## src/rtl/instr_sequencer.sv

```systemverilog
// rtl/instr_sequencer.sv - program-memory instruction sequencer that issues words to a processor and waits for done
// Optional watchdog compiled in with `define SEQ_TIMEOUT_EN.

module instr_sequencer #(
  parameter int ADDR_W  = 5,
  parameter int TIMEOUT = 15
) (
  input  logic              clock,
  input  logic              reset,
  input  logic              start,
  input  logic              prog_we,
  input  logic [ADDR_W-1:0] prog_addr,
  input  logic [15:0]       prog_data,
  input  logic              done,
  output logic [15:0]       Din,
  output logic              run,
  output logic [ADDR_W-1:0] pc,
  output logic              busy,
  output logic              halted,
  output logic              err
);

  typedef enum logic [2:0] {
    S_IDLE,
    S_ISSUE,
    S_WAIT,
    S_HALT,
    S_ERROR
  } state_t;

  localparam int DEPTH = 2 ** ADDR_W;
  localparam logic [ADDR_W-1:0] LAST_ADDR = '1;

  state_t            state;
  logic [15:0]       mem [DEPTH];
  logic              can_load;
  logic [ADDR_W-1:0] pc_next;
  logic [15:0]       start_word;
  logic [15:0]       next_word;

  function automatic logic is_halt(input logic [15:0] w);
    return w[15:13] == 3'b111;
  endfunction

  assign can_load = (state == S_IDLE) || (state == S_HALT) || (state == S_ERROR);
  assign busy     = (state == S_ISSUE) || (state == S_WAIT);
  assign halted   = (state == S_HALT);
  assign pc_next  = pc + 1'b1;

  // A write to address 0 on the start edge must be what gets issued first.
  assign start_word = (prog_we && prog_addr == '0) ? prog_data : mem[0];
  assign next_word  = mem[pc_next];

  always_ff @(posedge clock) begin
    if (prog_we && can_load) begin
      mem[prog_addr] <= prog_data;
    end
  end

`ifdef SEQ_TIMEOUT_EN
  localparam int WD_W = $clog2(TIMEOUT + 1);
  localparam logic [WD_W-1:0] WD_LAST = WD_W'(TIMEOUT - 1);
  logic [WD_W-1:0] wd_cnt;
`else
  assign err = 1'b0;
`endif

  // Din and run are loaded on the edge that enters ISSUE so they are valid for the whole ISSUE cycle.
  always_ff @(posedge clock or negedge reset) begin
    if (!reset) begin
      state  <= S_IDLE;
      pc     <= '0;
      Din    <= '0;
      run    <= 1'b0;
`ifdef SEQ_TIMEOUT_EN
      err    <= 1'b0;
      wd_cnt <= '0;
`endif
    end else begin
      case (state)
        S_IDLE, S_HALT, S_ERROR: begin
          if (start) begin
            state <= S_ISSUE;
            pc    <= '0;
            Din   <= start_word;
            run   <= !is_halt(start_word);
`ifdef SEQ_TIMEOUT_EN
            err   <= 1'b0;
`endif
          end
        end
        S_ISSUE: begin
          run <= 1'b0;
          if (is_halt(Din)) begin
            state <= S_HALT;
          end else begin
            state <= S_WAIT;
`ifdef SEQ_TIMEOUT_EN
            wd_cnt <= '0;
`endif
          end
        end
        S_WAIT: begin
          if (done) begin
            if (pc == LAST_ADDR) begin
              state <= S_HALT;
            end else begin
              state <= S_ISSUE;
              pc    <= pc_next;
              Din   <= next_word;
              run   <= !is_halt(next_word);
            end
`ifdef SEQ_TIMEOUT_EN
          end else if (wd_cnt == WD_LAST) begin
            state <= S_ERROR;
            err   <= 1'b1;
          end else begin
            wd_cnt <= wd_cnt + 1'b1;
`endif
          end
        end
        default: state <= S_IDLE;
      endcase
    end
  end

endmodule

```

## config.mk

```make
export PLATFORM = sky130hd
export DESIGN_NAME = instr_sequencer
export DESIGN_NICKNAME = d
export VERILOG_FILES = /design/src/rtl/instr_sequencer.sv
export SDC_FILE = /design/constraint.sdc
export NUM_CORES = 1
export LEC_CHECK = 0
export ABC_AREA = 1
export CORE_AREA = 10 10 281 283
export DETAILED_ROUTE_END_ITERATION = 6
export DIE_AREA = 0 0 291 293
export PLACE_DENSITY = 0.5
export SETUP_SLACK_MARGIN = 0.3
export SYNTH_ARGS = -nofsm -noshare
export SYNTH_HDL_FRONTEND = slang
export SYNTH_SLANG_ARGS = --single-unit
```

## constraint.sdc

```tcl
create_clock -name clock -period 2.9 [get_ports clock]
set_input_delay 0.435 -clock clock [delete_from_list [all_inputs] [get_ports clock]]
set_output_delay 0.435 -clock clock [all_outputs]
set_load 0.005 [all_outputs]
```

==> out/metrics.cfg, run 1 <==
[status]
status = completed

[timing]
slew_headroom_pct = 46.5
rsz0062_at_grt = true
min_period_ns = 2.54
setup_viol = 0
whs_ns = 0.291
fmax_ghz = 0.394
slew_violations = 0
tns_ns = 0
period_share_pct = 87.5
finalHoldViolCount = 0
finalClockSkew_ns = 0.0159
worst_pin_slew_ns = 0.800

[floorplan]
initial_core_util_pct = 29.7
die_h_microns = 293
rows = 100
core-area_sq_um = 73600
io_pins = 51
dieArea_sq_um = 85300
fp.dieW_microns = 291

[routing]
drt-total-wl_microns = 69200
drcViolationCount = 0
drt_iter0_markers = 1600
first_pass_iters = 7
vias = 14649
wire_per_inst_microns = 23.8
ant_nets = 0
vias_per_cell = 5.04

[power]
vdd_drop_max_uv = 599
power_per_cell_area_nw_per_um2 = 939
leakage_nw = 8.75
total_power_mw = 24.4

[place]
port_buffers = 49
place.gp.congestion = 0.809
dp_hpwl_microns = 40000
post-place-cells = 2793

[clock_tree]
cts_tree = yes
cts_root_buf = clkbuf_16
cts_made_buffers = 57
clkTransAtPathRegs_ns = 0.06
clockBufferDepth = 3
cts-htree-levels = 2
cts.sinks = 536
insertion_delay_ns = 0.61
postCtsHoldBufs = 0

[worst_setup_path]
crit_type = register to register
cp-start-kind = register
path_max_fanout = 13
rrSetupSlack_ns = 0.36
worst-endpoint-required_ns = 3.45
r2r_cells = 10
endpoint_kind = register
reg2reg_from = pc[0]$_DFFE_PN0P_
timing.rr.end = Din[5]$_DFFE_PN0P_
arrival_ns = 3.09

[finish]
regArea_sq_um = 16000
area_growth_pct = 19.0
nFillCells = 7153
final_nets = 1927
multiInputGateArea_sq_um = 5150
drive_gt1_share_pct = 10.7
fin_cells = 2909
diodes = 0

[synthesis]
synth_ff_type = edfxtp_1
synth_nets = 1825
syn_avg_cell_area_sq_um = 12.2
yosysTopAreaCell = edfxtp_1
synth.distinct_cells = 29
synthCells = 1794
synth-edff-count = 512
ys_ff_latch = 536
synth_area_sq_um = 21800
yosys_warnings = 0
synth.most_common_cell = edfxtp_1
yosys-top-cells-count = edfxtp_1 (512), nor2_1 (337), nand2_1 (205)
async_flop_share_pct = 4.48
synth_seq_area_share_pct = 73.1
synthTopCellsByArea = edfxtp_1 (70%), nor2_1 (5.8%), o21ai_0 (4.6%)
synth_top_cell_area_share_pct = 70.4

[min_path]
hold_path.class = input pin to async pin

[grt]
antenna_found_initial = 2
grtUsageTotal_pct = 15.3
grt_pass1_vias = 13926
grt_overflow = 0
grt_pass1_wl_microns = 97900
grt_max_degree = 151

[run]
drv_cap = 0

## critical path, cell delays in order (launching register included)
cell	delay (ns)
dfrtp_4	0.53
ha_4	0.19
nand2_1	0.12
nor2_1	0.08
ha_1	0.39
nand2_1	0.11
inv_1	0.51
nand2_1	0.26
nand4_1	0.15
o21ai_1	0.07
inv_1	0.05
## worst max-delay path by stage
stage,from,endpoint,slack [ns],cells after the start
after floorplan,state[0]$_DFFE_PN0P_,mem[13][0]$_DFFE_PP_,0.72,6
after CTS,pc[0]$_DFFE_PN0P_,pc[0],0.26,2
after detailed placement,pc[0]$_DFFE_PN0P_,Din[3]$_DFFE_PN0P_,0.20,11
after global placement,pc[0]$_DFFE_PN0P_,Din[2]$_DFFE_PN0P_,0.19,9
final,pc[0]$_DFFE_PN0P_,Din[5]$_DFFE_PN0P_,0.36,10
after global routing,pc[0]$_DFFE_PN0P_,Din[2]$_DFFE_PN0P_,0.28,12
## area by class of cell
class,instances,share of cell area [%]
flip-flops and latches,536,61.5
repair buffers,158,6.47
clock buffers,74,5.93
inverters,55,0.843
clock inverters,29,0.799
well taps,969,4.67
multi-input cells,1088,19.8
## placed cells by master, fill, tap and decap left out, drive strengths merged
cell and count:
a21oi 31, a31oi 3, buf 103, bufinv 3
clkbuf 80, clkdlybuf4s50 49, clkinv 26, clkinvlp 1
conb 1, dfrtp 24, edfxtp 512, ha 5
inv 54, nand2 206, nand3 151, nand4 14
nor2 337, nor3 1, o211ai 91, o21ai 239
o221ai 1, o22ai 6, or2 1, xor2 1
## kinds of logic after synthesis
group | share of synthesized area, %
other cells | 0.0172
simple gates | 13.3
xor+xnor | 0.0745
flops | 73.1
fa+ha+maj | 0.286
compound gates | 9.63
buf+inv | 3.56
## per-layer routing
layer	GRT usage [%]	routed length, microns	up-vias	part of all wire, %
li1	-	-	6670	-
met1	21.6	31400	7383	45
met2	23.3	31300	495	45
met3	2.94	4600	101	6.6
met4	4.78	2030	0	2.9
met5	0	0	-	0
## what timing repair did
item                                    in CTS  in global routing
pin swaps                                    0                  1
endpoints found under the setup margin      11                 28
cloned                                       0                  6
setup buffers                                2                  5
resized for setup                            4                 16
## sequential cells by signal, indices dropped and copies added (netlist names)
signal	cells
state	2
pc	5
Din	16
mem	512
run	1
## where the power goes
| group | switching [mW] | total [mW] | internal, mW |
|---|---|---|---|
| Combinational | 5.58 | 8.47 | 2.90 |
| Sequential | 0.243 | 9.00 | 8.76 |
| Clock | 2.96 | 6.93 | 3.97 |
## through the flow
step / area [sq um] / util (%) / worst slack (ns)
global route: 26000 / 35.3 / 0.276
CTS: 25700 / 35.0 / 0.265
finish: 26000 / 35.3 / 0.361
floorplan: 21800 / - / 0.718
global placement: 23900 / 32.5 / 0.188
detailed placement: 23900 / 32.5 / 0.198
Note: power is estimated with default switching activity, not from simulation.
==> run 2, diff against run 1 <==
Settings changed: CORE_AREA 10 10 281 283 to 10 10 223 225, DIE_AREA 0 0 291 293 to 0 0 233 235, GPL_TIMING_DRIVEN from default to 0, PLACE_DENSITY 0.5 to 0.71.
==> run 2 against run 1 <==
Compared with the run above: first-iteration DRC count up 74%; routed wire length down 0.69%; flip-flop and latch count unchanged; highest routed layer unchanged.
==> out/metrics.cfg, run 2 (synthesis results as in run 1) <==
[power]
vdd_drop_max_uv = 586
power_per_cell_area_nw_per_um2 = 939
leakage_nw = 8.76

[finish]
area_growth_pct = 17.5
fin_cells = 2577
final_nets = 1966
drive_gt1_share_pct = 12.8
final_cell_mix = edfxtp_1 (512), nor2_1 (305), nand2_1 (205)
largest_reg_flops = 512
diodes = 0
post-route-cell-area_sq_um = 25700
nFillCells = 3534
top_register = mem
top_regs = mem (512), Din (16), pc (5)
final_common_cell = edfxtp_1

[worst_setup_path]
timing.rr.end = Din[11]$_DFFE_PN0P_
reg2reg_from = state[0]$_DFFE_PN0P_
cp-startpoint = state[0]$_DFFE_PN0P_
crit_type = register to register
worst-endpoint-required_ns = 3.39
endpoint_kind = register
path_max_fanout = 10
cp-start-kind = register
rrSetupSlack_ns = 0.22
arrival_ns = 3.17
r2r_cells = 9

[run]
drv_cap = 0

[timing]
fmax_ghz = 0.373
setup_viol = 0
finalHoldViolCount = 0
slew_violations = 0
period_share_pct = 92.4
slew_headroom_pct = 12.5
tns_ns = 0
finalClockSkew_ns = 0.0309
min_period_ns = 2.68
fin_ws_ns = 0.221
rsz0062_at_grt = true
worst_pin_slew_ns = 1.31

[clock_tree]
insertion_delay_ns = 0.60
clkTransAtPathRegs_ns = 0.06
cts_tree = yes
clockBufferDepth = 3
cts-htree-levels = 2
cts_made_buffers = 52
cts_root_buf = clkbuf_16
cts.sinks = 536

[grt]
antenna_found_initial = 0
grt_overflow = 0
grt_pass1_wl_microns = 99400
grtUsageTotal_pct = 24.5
grt_pass1_vias = 15044
grt_max_degree = 34

[routing]
drcViolationCount = 0
vias_per_cell = 6.13
drt-total-wl_microns = 68800
drt_iter0_markers = 2781
first_pass_iters = 6
vias = 15785
wire_per_inst_microns = 26.7
ant_nets = 0

[place]
place.gp.congestion = 1.01
place_area_sq_um = 23800
dpl_worst_slack_ns = 0.0122
dp_hpwl_microns = 45400
port_buffers = 49
post-place-cells = 2475

[floorplan]
die_h_microns = 235
core-area_sq_um = 45100
io_pins = 51
rows = 78
initial_core_util_pct = 48.4
dieArea_sq_um = 54800
fp.dieW_microns = 233

[min_path]
hold_path.class = input pin to async pin

[status]
status = completed

==> run 2: critical path, cell delays in order, from the launching register on <==
cell and delay, ns:
dfrtp_1 0.41, inv_1 0.08, ha_2 0.19, clkbuf_1 0.55, buf_1 0.56, a21oi_1 0.09, o21ai_0 0.16, nand4_1 0.30
o21ai_1 0.15, inv_1 0.05
==> run 2: timing repair <==
item | CTS | global route
buffers inserted | 2 | 3
pin swaps | 0 | 11
hold buffers | 0 | 1
endpoints found under the setup margin | 54 | 296
gates resized for setup | 37 | 66
hold endpoints to repair | 0 | 24
==> run 2: worst max path at each step <==
stage / to / slack (ns) / cells after the start
6_report: Din[11]$_DFFE_PN0P_ / 0.22 / 9
2_1_floorplan: mem[13][0]$_DFFE_PP_ / 0.72 / 6
3_5_place_dp: Din[3]$_DFFE_PN0P_ / 0.01 / 13
5_1_grt: Din[11]$_DFFE_PN0P_ / 0.12 / 13
3_3_place_gp: mem[16][3]$_DFFE_PP_ / -0.67 / 4
4_1_cts: mem[13][8]$_DFFE_PP_ / 0.22 / 7
==> run 2: metrics by stage <==
stage | util (%) | total power, mW | hold WS (ns)
2_1_floorplan | - | 13.8 | 0.139
4_1_cts | 56.6 | 23.6 | 0.495
3_3_place_gp | 51.2 | 16.9 | 0.474
3_5_place_dp | 52.8 | 17.1 | 0.477
6_report | 56.9 | 24.1 | 0.410
5_1_grt | 56.9 | 25.0 | 0.455
==> run 2: metal layers <==
| metal | track usage, % | up-vias | wire length, microns |
|---|---|---|---|
| met3 | 5.96 | 236 | 9550 |
| met1 | 32.4 | 7599 | 24600 |
| li1 | - | 6744 | - |
| met5 | 0 | - | 0 |
| met2 | 37.0 | 1206 | 30700 |
| met4 | 12.4 | 0 | 3870 |
==> run 2: area by class of cell <==
type	count	area, sq um	area share, %
clock inverters	21	158	0.615
flip-flops and latches	536	16000	62.3
inverters	55	206	0.805
plain buffers	115	702	2.74
clock buffers	75	1440	5.61
repair buffers	87	1170	4.55
multi-input cells	1088	5250	20.5
well taps	600	751	2.93
==> run 2: power by group <==
| part | internal, mW | leakage, nW | total, mW | switching [mW] |
|---|---|---|---|---|
| logic | 2.77 | 3.09 | 8.75 | 5.98 |
| registers | 8.76 | 4.89 | 8.91 | 0.145 |
| clock network | 3.62 | 0.777 | 6.44 | 2.83 |
| total | 15.1 | 8.76 | 24.1 | 8.95 |
